`src/rtl/muldiv_unit.sv`:
```
// muldiv_unit: iterative RV32M multiply/divide unit for the execute stage.
//   Multiply: radix-2 shift-add on operand magnitudes, one bit per cycle.
//   Divide:   restoring division on magnitudes, one quotient bit per cycle.
//   Divide by zero and signed overflow finish without iterating.
// Optional build macro: MULDIV_FAST_MUL_EN -- single-cycle combinational
//   multiply in the MUL state; divides are unchanged.
// Ports:
//   clk, rst          clock, synchronous active-high reset
//   start             request, sampled only when idle
//   funct3            M-op select (MUL..REMU)
//   rs1_data/rs2_data operand A / operand B
//   flush             abort the current operation
//   busy              high while an operation occupies the unit
//   done              one-cycle strobe, result valid
//   result            result register, held until the next completion
module muldiv_unit #(
  parameter int unsigned XLEN = 32
) (
  input  logic            clk,
  input  logic            rst,
  input  logic            start,
  input  logic [2:0]      funct3,
  input  logic [XLEN-1:0] rs1_data,
  input  logic [XLEN-1:0] rs2_data,
  input  logic            flush,
  output logic            busy,
  output logic            done,
  output logic [XLEN-1:0] result
);

  localparam int unsigned CW = $clog2(XLEN);
  localparam int unsigned PW = 2 * XLEN;
  localparam logic [XLEN-1:0] MIN_NEG = {1'b1, {(XLEN-1){1'b0}}};

  typedef enum logic [1:0] {S_IDLE, S_MUL, S_DIV, S_DONE} state_t;

  state_t state, state_nxt;

  logic [1:0]      op_sel;   // funct3[1:0] of the accepted op
  logic            op_neg;   // product / quotient sign
  logic            rem_neg;  // remainder sign
  logic [CW-1:0]   cnt;
  logic [XLEN-1:0] opnd;     // multiplicand or divisor magnitude
  logic [XLEN-1:0] acc_hi;   // product high half / partial remainder
  logic [XLEN-1:0] acc_lo;   // product low half (multiplier) / dividend-quotient

  logic            capture, step, load_res;
  logic [XLEN-1:0] res_nxt;

  // Operand signedness, signs and magnitudes at capture
  logic            a_signed, b_signed, a_neg, b_neg;
  logic [XLEN-1:0] a_mag, b_mag;

  always_comb begin
    if (funct3[2]) begin
      a_signed = ~funct3[0];
      b_signed = ~funct3[0];
    end else begin
      a_signed = (funct3[1:0] != 2'b11);
      b_signed = ~funct3[1];
    end
    a_neg = a_signed & rs1_data[XLEN-1];
    b_neg = b_signed & rs2_data[XLEN-1];
    a_mag = a_neg ? -rs1_data : rs1_data;
    b_mag = b_neg ? -rs2_data : rs2_data;
  end

  // Divide special cases resolved directly from the inputs
  logic            div_by_zero, div_ovf;
  logic [XLEN-1:0] special_res;

  always_comb begin
    div_by_zero = (rs2_data == '0);
    div_ovf     = ~funct3[0] & (rs1_data == MIN_NEG) & (&rs2_data);
    if (div_by_zero) special_res = funct3[1] ? rs1_data : '1;
    else             special_res = funct3[1] ? '0 : rs1_data;
  end

  // Multiply: next product value (one shift-add step, or the whole product)
  logic [PW-1:0]   mul_prod_nxt;
  logic [PW-1:0]   mul_prod_s;
  logic [XLEN-1:0] mul_res;
  logic            mul_last;

`ifdef MULDIV_FAST_MUL_EN
  always_comb begin
    mul_prod_nxt = PW'(opnd) * PW'(acc_lo);
    mul_last     = 1'b1;
  end
`else
  logic [XLEN:0] mul_sum;

  always_comb begin
    mul_sum      = {1'b0, acc_hi} + {1'b0, (acc_lo[0] ? opnd : '0)};
    mul_prod_nxt = {mul_sum, acc_lo[XLEN-1:1]};
    mul_last     = (cnt == '0);
  end
`endif

  always_comb begin
    mul_prod_s = op_neg ? -mul_prod_nxt : mul_prod_nxt;
    mul_res    = (op_sel == 2'b00) ? mul_prod_s[XLEN-1:0] : mul_prod_s[PW-1:XLEN];
  end

  // Divide: one restoring step; partial remainder always below the divisor
  logic [XLEN:0]   div_part;
  logic [XLEN-1:0] div_diff, div_q_nxt, div_r_nxt, div_res;
  logic            div_ge;

  always_comb begin
    div_part  = {acc_hi, acc_lo[XLEN-1]};
    div_ge    = (div_part >= {1'b0, opnd});
    div_diff  = div_part[XLEN-1:0] - opnd;
    div_q_nxt = {acc_lo[XLEN-2:0], div_ge};
    div_r_nxt = div_ge ? div_diff : div_part[XLEN-1:0];
    if (op_sel[1]) div_res = rem_neg ? -div_r_nxt : div_r_nxt;
    else           div_res = op_neg  ? -div_q_nxt : div_q_nxt;
  end

  // State register
  always_ff @(posedge clk) begin
    if (rst) state <= S_IDLE;
    else     state <= state_nxt;
  end

  // Next state and datapath control; flush overrides everything
  always_comb begin
    state_nxt = state;
    capture   = 1'b0;
    step      = 1'b0;
    load_res  = 1'b0;
    res_nxt   = '0;
    case (state)
      S_IDLE: begin
        if (start) begin
          capture = 1'b1;
          if (!funct3[2]) begin
            state_nxt = S_MUL;
          end else if (div_by_zero || div_ovf) begin
            state_nxt = S_DONE;
            load_res  = 1'b1;
            res_nxt   = special_res;
          end else begin
            state_nxt = S_DIV;
          end
        end
      end
      S_MUL: begin
        step = 1'b1;
        if (mul_last) begin
          state_nxt = S_DONE;
          load_res  = 1'b1;
          res_nxt   = mul_res;
        end
      end
      S_DIV: begin
        step = 1'b1;
        if (cnt == '0) begin
          state_nxt = S_DONE;
          load_res  = 1'b1;
          res_nxt   = div_res;
        end
      end
      S_DONE:  state_nxt = S_IDLE;
      default: state_nxt = S_IDLE;
    endcase
    if (flush) begin
      state_nxt = S_IDLE;
      capture   = 1'b0;
      step      = 1'b0;
      load_res  = 1'b0;
    end
  end

  // Datapath registers and registered status outputs
  always_ff @(posedge clk) begin
    if (rst) begin
      op_sel  <= '0;
      op_neg  <= 1'b0;
      rem_neg <= 1'b0;
      cnt     <= '0;
      opnd    <= '0;
      acc_hi  <= '0;
      acc_lo  <= '0;
      result  <= '0;
      busy    <= 1'b0;
      done    <= 1'b0;
    end else begin
      busy <= (state_nxt != S_IDLE);
      done <= (state_nxt == S_DONE);
      if (capture) begin
        op_sel  <= funct3[1:0];
        op_neg  <= a_neg ^ b_neg;
        rem_neg <= a_neg;
        cnt     <= CW'(XLEN - 1);
        acc_hi  <= '0;
        if (!funct3[2]) begin
          opnd   <= a_mag;
          acc_lo <= b_mag;
        end else begin
          opnd   <= b_mag;
          acc_lo <= a_mag;
        end
      end else if (step) begin
        cnt <= cnt - CW'(1);
        if (state == S_DIV) {acc_hi, acc_lo} <= {div_r_nxt, div_q_nxt};
        else                {acc_hi, acc_lo} <= mul_prod_nxt;
      end
      if (load_res) result <= res_nxt;
    end
  end

endmodule

```
`config.mk`:
```
export PLATFORM = sky130hd
export DESIGN_NAME = muldiv_unit
export DESIGN_NICKNAME = d
export VERILOG_FILES = /design/src/rtl/muldiv_unit.sv
export SDC_FILE = /design/constraint.sdc
export NUM_CORES = 1
export LEC_CHECK = 0
export CORE_UTILIZATION = 45
export CTS_CLUSTER_DIAMETER = 120
export DETAILED_ROUTE_END_ITERATION = 16
export MAX_ROUTING_LAYER = met4
export PLACE_DENSITY_LB_ADDON = 0.12
export SLEW_MARGIN = 20
export SYNTH_ARGS = -nofsm -noshare
export SYNTH_HDL_FRONTEND = slang
export SYNTH_SLANG_ARGS = --single-unit
export TNS_END_PERCENT = 50
```
`constraint.sdc`:
```
create_clock -name clk -period 13.5 [get_ports clk]
set_input_delay 2.7 -clock clk [delete_from_list [all_inputs] [get_ports clk]]
set_output_delay 2.7 -clock clk [all_outputs]
set_load 0.01 [all_outputs]
```
# Yosys cells after proc, flatten, opt, wreduce, memory -nomap -nowiden
# Cells that the tools add are included.
# Widths: inputs -> output; s select.
word_totals:
  register_bits: 141
  latch_bits: 0
  ramBits: 0
  romBits: 0
  in_bits: 71
  output_inout_bits: 34
  wordCells: 88
  memories: 0
op_classes:
  addsub: 8
  n_mul: 0
  div: 0
  order_cmp: 1
  eq_ne: 6
  shifts: 0
  n_mux: 45
  bitwise: 7
  reduce_logical: 10
ops:
  columns: ["cell", "count"]
  rows:
  - ["$mux 32", 22]
  - ["$neg 32->32", 4]
  - ["$pmux 32 s3", 1]
  - ["$mux 64", 1]
  - ["$neg 64->64", 1]
  - ["$add 32x32->33", 1]
  - ["$ge 33x32->1", 1]
  - ["$eq 32x32->1 const B", 1]
  - ["$logic_not 32->1", 1]
  - ["$reduce_and 32->1", 1]
  - ["$sub 32x32->32", 1]
  - ["$mux 1", 13]
  - ["$mux 5", 2]
  - ["$mux 2", 4]
  - ["$eq 2x2->1 const B", 3]
  - ["$pmux 2 s3", 1]
  - ["$logic_not 5->1", 1]
  - ["$sub 5x1->5 const B", 1]
  - ["$and 1x1->1", 4]
  - ["$logic_not 2->1", 2]
  - ["$reduce_bool 2->1", 2]
  - ["$reduce_or 2->1", 2]
  - ["$eq 2x1->1 const B", 1]
  - ["$ne 2x2->1 const B", 1]
  - ["other kinds (4)", 5]

# Longest topological paths before layout
# Gate-level depths: netlist of run 1.
depth:
  ltp_word: 10
  depth_mapped: 24
  ltp_nobuf: 20

# Worst setup path before layout of run 1
# Ideal clock, no wire load.
synth_path:
  kind: "input -> register"
  startpoint: "input port rs2_data[2]"
  endpoint: "register result[27]"
  t_arrival_ps: 5583
  setup_slack_ps: 7797
  path_stages: 13
  path_cell_list: "nor4_1 -> nand2b_1 -> nor3b_2 -> nand4_1 -> nor4_2 -> o21bai_1 -> nand2_1 -> a211oi_1 -> clkbuf_1 -> buf_2 -> o21ai_0 -> o31ai_1 -> nand2_1"
synth_via:
  elab_chain_len: 8
  elab_cells_between_ends: 14
synth_rtl:
  columns: ["element", "line_no", "rtl"]
  rows:
  - ["from (decl)", "24", "input logic [XLEN-1:0] rs2_data,"]
  - ["$reduce_and 32->1", "74", "div_ovf = ~funct3[0] & (rs1_data == MIN_NEG) & (&rs2_data);"]
  - ["$and 1x1->1", "74", null]
  - ["$logic_or 1x1->1", "139", "end else if (div_by_zero || div_ovf) begin"]
  - ["$mux 1", "139", null]
  - ["$mux 1", "137", "if (!funct3[2]) begin"]
  - ["$mux 1", "135", "if (start) begin"]
  - ["$pmux 1 s2", "133", "case (state)"]
  - ["$mux 1", "167", "if (flush) begin"]
  - ["to (signal assigned)", "209", "if (load_res) result <= res_nxt;"]
  - ["to (decl)", "28", "output logic [XLEN-1:0] result"]
# Parallel ways exist; a longest one is shown, timed or not.
# A chain may end at the register's enable or synchronous reset.

# Final worst setup path of run 1
layout_path:
  startpoint: "register opnd[23]"
  endpoint: "register result[26]"
layout_via:
  elab_chain_len: 7
  elab_cells_between_ends: 16
layout_rtl:
  columns: ["element", "line_no", "rtl"]
  rows:
  - ["from (decl)", "43", "logic [XLEN-1:0] opnd;"]
  - ["from (signal assigned)", "198", "opnd <= a_mag;"]
  - ["from (signal assigned)", "201", "opnd <= b_mag;"]
  - ["$mux 32 (tied with other cells)", "94", "mul_sum = {1'b0, acc_hi} + {1'b0, (acc_lo[0] ? opnd : '0)};"]
  - ["$add 32x32->33 or $mux 32 (tied branches)", "94, 115", null]
  - ["$neg 64->64 or $neg 32->32 (tied branches)", "101, 116", null]
  - ["$mux 64 or $mux 32 (tied branches)", "101, 116", null]
  - ["$mux 32 (on tied branches)", "102, 116", null]
  - ["$mux 32 (on tied branches)", "150, 158", null]
  - ["$pmux 32 s3 *", "133", null]
# Every way passes the cells marked *; elsewhere a longest branch is shown, timed or not.

==> flow_summary.toml, run 1 <==
[drt]
ant_nets = 0
drtIter0Drc = 2282
drc = 0
avgViaCountPerCell = 6.548
drt-pass1-iter-count = 6
wire_per_inst_um = 25.69
vias = 19787
totalWireLength_um = 77620

[timing]
worst_pin_slew_ns = 1.141
setup_viol = 0
slew_violations = 0
max_freq_mhz = 150.0
holdWs_ns = 0.4494
fin_crit_ns = 6.666
hold_violations = 0
rsz0062_at_grt = "no"
fin_ws_ns = 6.834
fin_setup_tns_ns = 0
slew_headroom_pct = 23.14
skew_ns = 0.009990
period_share_pct = 49.38

[finish]
finalNetCount = 2647
drive_gt1_share_pct = 4.303
area_growth_pct = 10.29
final_area_sq_um = 19000
nFillCells = 3893

[critical_path]
cp-start-kind = "flip-flop"
arrival_ns = 7.02
critPathBufInv = 4
crit_required_ns = 13.85
critPathTopFamily = "compound AO/OA/AOI/OAI gates"
rrSetupSlack_ns = 6.83
slowest_stage = "a2111oi_0"
critPathKind = "reg -> reg"
crit_path_end_kind = "flip-flop"
path_common_cell = "inv_1"
cpPeakStageDelay_ns = 0.63
startpoint = "opnd[23]$_SDFFE_PP0P_"
cp_cell_sequence = "inv_1, ha_1, nand2_1, o21ai_0, a21oi_1, o221a_2, nand2_2, buf_4, mux2_2, inv_1, ha_1, inv_1, a2111oi_0, nand4b_1, o41a_1, nor2_1, nand4b_1, a21o_1, a31oi_1, nor2_1, or3_1"
rr_startpoint = "opnd[23]$_SDFFE_PP0P_"
worstPathMaxFanout = 32

[grt]
grt_usage_pct = 40.75
grt_pass1_wl_um = 114900
grtUsageMet3_pct = 6.642
busiest_layer = "met2"
grt_max_degree = 104
overflow = 0
antenna_found_initial = 2
grt_use_met1_pct = 49.92
grt_pass1_vias = 18104
grtUsageMet2_pct = 62.88

[hold_path]
min_from = "opnd[13]$_SDFFE_PP0P_"
hp-class = "reg -> reg"

[clock_network]
cts_htree_levels = 4
cts.sinks = 141
cts_tree = "built"
cts.path.max_buffers = 2
hold_buffers = 0
clkTransAtPathRegs_ns = 0.06
numCtsBuffers = 17
post_cts_buffers = 0
post_cts_resize_count = 0
clockRootBuffer = "clkbuf_16"
insertion_delay_ns = 0.47

[synth]
synth_cell_types = 88
ys_seq_area_share_pct = 16.38
synth_flop_cell = "dfxtp_1"
synth_area_leaders = "dfxtp_1 (16%), nand2_1 (6.8%), a21oi_1 (6.5%)"
syn_inst = 2544
avgSynthCellArea_sq_um = 6.773
syn_nets = 2692
async_flop_share_pct = 0
yosys_warnings = 0
synth_seq_cells = 141
syn_area_sq_um = 17230
synth_edf_count = 0
synth_top_area_cell = "dfxtp_1"
netlist.area_leader.share_pct = 16.38

[die]
die_h_um = 197.7
rows = 71
initial_core_util_pct = 45.75
ios = 105
dieWidth_um = 197.7
design.core.area_sq_um = 37670
die_area_sq_um = 39080

[place]
hpwlAfterDp_um = 60600
io_buffer_count = 104
gp_congestion = 1.033
postPlaceCellArea_sq_um = 18400
dpl_worst_slack_ns = 6.497

[run]
drv_cap = 0

[outcome]
outcome = "complete, no violations"

[power]
vdd_drop_max_uv = 83.03
cellLeakagePower_nw = 6.861
total_power_mw = 1.919
cellPowerDensity_nw_per_um2 = 101.0
registers in the layout, summed over array words and instances, names as in the netlist:
register,count
cnt,5
acc_hi,32
result,32
busy,1
acc_lo,32
op_neg,1
op_sel,2
state,2
rem_neg,1
done,1
opnd,32
power breakdown:
part | leakage [nW] | switching, mW | internal (mW)
Sequential | 1.15 | 0.0408 | 0.439
Clock | 0.279 | 0.211 | 0.288
Combinational | 5.43 | 0.633 | 0.308
Total | 6.86 | 0.884 | 1.03
cells by family (layout without fill, tap and decap cells):
family | Yosys count | count (layout) | share of synthesized area [%]
AOI/OAI and AO/OA | 814 | 814 | 30.86
xor gates and xnor gates | 173 | 173 | 8.793
adders and majority gates | 104 | 104 | 7.247
buffers and inverters | 272 | 238 | 6.005
DFF | 141 | 141 | 16.38
muxes | 82 | 82 | 4.814
other | 0 | 1 | 0
and+or+nand+nor | 958 | 958 | 25.90
stage by stage:
step                std cells  utilization (%)
CTS                      3020            50.38
finish                   3022            50.46
floorplan                2544                -
detailed placement       2990            48.84
global route             3022            50.46
global placement         2990            48.84
area by class of cell:
class	instances	area, sq um	share of cell area, %
multi-input cells	2131	13430	70.64
flip-flops and latches	141	2824	14.86
repair buffers	128	1234	6.492
well taps	511	639.4	3.364
clock buffers	19	432.9	2.278
inverters	80	300.3	1.580
clock inverters	11	146.4	0.7703
diodes	1	2.502	0.01317
worst reg2reg max path: cells and delay by family (launching register included):
family	cells	cell delay, ns
mux	1	0.44
buf+inv	4	0.67
compound gates	7	2.56
simple gates	7	1.80
fa+ha+maj	2	0.63
flops	1	0.46
layer usage:
layer,up-vias,routed length (um)
met2,1019,34720
met4,0,4848
met3,228,6477
met5,-,0
li1,9205,-
met1,9335,31580
final timing paths:
check / to / cells past startpoint
worst max-delay path: result[26]$_SDFFE_PP0P_ / 21
worst min-delay path: opnd[13]$_SDFFE_PP0P_ / 2
worst max register to register: result[26]$_SDFFE_PP0P_ / 21
worst min register to register: opnd[13]$_SDFFE_PP0P_ / 2
Yosys cell counts, drive strengths merged (7+ instances only):
cell type  count
o21a          23
nand2b        18
xor2          73
o31ai         32
a211oi       101
nand4b        11
nor2b          8
o41ai         12
a2111oi        9
dfxtp        141
o21ai        163
a21o          29
buf           22
or2           18
a21boi         7
nand2        315
and2          20
xnor2        100
maj3          27
nor4          23
or3           38
o22ai          8
a311oi         8
nand4         31
a31oi         26
ha            75
mux2i         75
mux2           7
and3          13
nor2         294
o21bai         8
nand3         46
a221oi        16
nor3          82
nor3b          9
a211o         12
a21oi        223
inv           78
or4           11
clkbuf       170
o211ai        72
layout by cell type, fill, tap and decap left out, drive strengths merged, types with 11 or more instances in the layout:
master	synthesis	routed
o211ai	72	72
dfxtp	141	141
or2	18	18
inv	78	78
o21a	23	23
or3	38	38
a21oi	223	223
buf	22	26
or4	11	11
xnor2	100	100
and2	20	20
maj3	27	27
nand2	315	315
clkbuf	170	19
mux2i	75	75
o21ai	163	163
nand4	31	31
nand4b	11	11
xor2	73	73
ha	75	75
o41ai	12	12
nor3	82	82
nor2	294	294
nand3	46	46
o31ai	32	32
clkdlybuf4s50	0	102
and3	13	13
a211o	12	12
a31oi	26	26
a21o	29	29
nor4	23	23
a221oi	16	16
nand2b	18	18
a211oi	101	101
Note: power is estimated with default switching activity, not from simulation.
==> run 2: changes to the inputs <==
==> constraint.sdc (replaced) <==
create_clock -name clk -period 5.65 [get_ports clk]
set_input_delay 1.13 -clock clk [delete_from_list [all_inputs] [get_ports clk]]
set_output_delay 1.13 -clock clk [all_outputs]
set_load 0.01 [all_outputs]
==> flow_summary.toml, run 2 (synthesis results as in run 1) <==
[power]
vdd_drop_max_uv = 259.6
cellPowerDensity_nw_per_um2 = 247.9
cellLeakagePower_nw = 7.252

[drt]
wire_per_inst_um = 25.74
drc = 0
drtIter0Drc = 2464
vias = 20163
avgViaCountPerCell = 6.508
ant_nets = 0
totalWireLength_um = 79740
drt-pass1-iter-count = 6

[grt]
overflow = 0
antenna_found_initial = 2
grt_max_degree = 86
grt_pass1_vias = 18426
grt_pass1_wl_um = 117500
grt_usage_pct = 41.98

[place]
gp_congestion = 1.089
hpwlAfterDp_um = 63500
io_buffer_count = 104
postPlaceCellArea_sq_um = 18940

[critical_path]
rr_endpoint = "result[14]$_SDFFE_PP0P_"
crit_path_end_kind = "flip-flop"
worstPathMaxFanout = 11
critPathKind = "reg -> reg"
path_depth = 19
critPathBufInv = 3
cp-start-kind = "flip-flop"
cpPeakStageDelay_ns = 0.62
rrSetupSlack_ns = 0.30
rr_startpoint = "acc_hi[2]$_SDFFE_PP0P_"
slowest_stage = "or4_1"
critPathTopFamily = "simple AND/OR/NAND/NOR gates"
worstRegToRegCells = 19
crit_required_ns = 6.00
arrival_ns = 5.70
cp_cell_sequence = "ha_2, nand4_1, or4_1, o221a_2, nand2_2, mux2_2, inv_1, ha_1, inv_1, a2111oi_1, buf_4, nand4b_1, o41a_1, or2_2, a21o_1, a31oi_1, nor2_1, a2111oi_1, nor3_1"
startpoint = "acc_hi[2]$_SDFFE_PP0P_"
crit_end = "result[14]$_SDFFE_PP0P_"

[finish]
final_area_sq_um = 19600
seq_area_sq_um = 2824
final_cell_mix = "nand2_1 (314), nor2_1 (292), a21oi_1 (223)"
fin_util_pct = 52.04
drive_gt1_share_pct = 7.195
nFillCells = 3844
multi_input_area_sq_um = 13430
final_common_cell = "nand2_1"
finalNetCount = 2720
area_growth_pct = 13.75

[clock_network]
cts.path.max_buffers = 2
cts_tree = "built"
clockRootBuffer = "clkbuf_16"
clkTransAtPathRegs_ns = 0.07
hold_buffers = 0
cts.sinks = 141
insertion_delay_ns = 0.49
cts_htree_levels = 4
numCtsBuffers = 17

[die]
dieWidth_um = 197.7
design.core.area_sq_um = 37670
ios = 105
initial_core_util_pct = 45.75
die_h_um = 197.7
rows = 71
die_area_sq_um = 39080

[hold_path]
hp-class = "reg -> reg"
hold_path_depth = 2

[timing]
skew_ns = 0.01669
worst_pin_slew_ns = 1.024
fin_crit_ns = 5.354
holdWs_ns = 0.4514
setup_viol = 0
slew_headroom_pct = 31.58
hold_violations = 0
fin_setup_tns_ns = 0
rsz0062_at_grt = "no"
period_share_pct = 94.75
max_freq_mhz = 186.8
slew_violations = 0

[outcome]
outcome = "complete, no violations"

[run]
drv_cap = 0
run 2: changes by cell type in the layout (fill, tap and decap cells not counted), moves of 2 or more:
cell / change
a2111oi_0: -2
inv_6: +5
clkbuf_1: -2
ha_2: +2
clkinv_4: -2
clkinv_2: -2
ha_1: -2
a2111oi_1: +2
buf_4: +74
run 2: layer usage:
metal | global-route usage, % | part of all wire, %
met5 | - | 0
met4 | 24.75 | 6.3
met3 | 6.386 | 8.0
met2 | 64.59 | 45
met1 | 51.91 | 41
run 2: tightest hold or removal path: stages, from the launching register on:
cell and delay [ns]:
dfxtp_1 0.31, nand2_1 0.05, a21oi_1 0.05
run 2: power breakdown:
group,switching (mW),total [mW],internal [mW]
combinational,1.59,2.42,0.829
sequential,0.0873,1.14,1.05
clock,0.543,1.30,0.759
total,2.22,4.86,2.64
run 2: layout make-up:
type                       instances  area share [%]
multi-input combinational       2131           68.51
sequential                       141           14.41
timing repair buffer             201           8.988
tap                              511           3.262
clock buffer                      18           2.241
inverter                          80           1.532
clock inverter                    14           1.040
antenna                            2         0.02553
run 2: stage by stage:
| step | std cells | setup WS [ns] | total power, mW |
|---|---|---|---|
| after floorplan | 2544 | 0.3636 | 2.578 |
| after global placement | 3063 | 0.2452 | 3.469 |
| after detailed placement | 3063 | 0.2854 | 3.481 |
| after CTS | 3095 | 0.3177 | 4.780 |
| after global routing | 3098 | 0.03973 | 5.044 |
| final | 3098 | 0.2964 | 4.860 |
run 2: how the worst min path moves through the flow:
stage	start	endpoint	slack [ns]
5_1_grt	opnd[25]$_SDFFE_PP0P_	opnd[25]$_SDFFE_PP0P_	0.47
6_report	opnd[29]$_SDFFE_PP0P_	opnd[29]$_SDFFE_PP0P_	0.45
3_3_place_gp	opnd[25]$_SDFFE_PP0P_	opnd[25]$_SDFFE_PP0P_	0.44
4_1_cts	opnd[18]$_SDFFE_PP0P_	opnd[18]$_SDFFE_PP0P_	0.45
3_5_place_dp	opnd[14]$_SDFFE_PP0P_	opnd[14]$_SDFFE_PP0P_	0.44
2_1_floorplan	opnd[19]$_SDFFE_PP0P_	opnd[19]$_SDFFE_PP0P_	0.43
run 2: what timing repair did:
item	in CTS	in global routing
setup endpoints to repair	0	1
gates resized for setup	0	6
buffers inserted	0	1
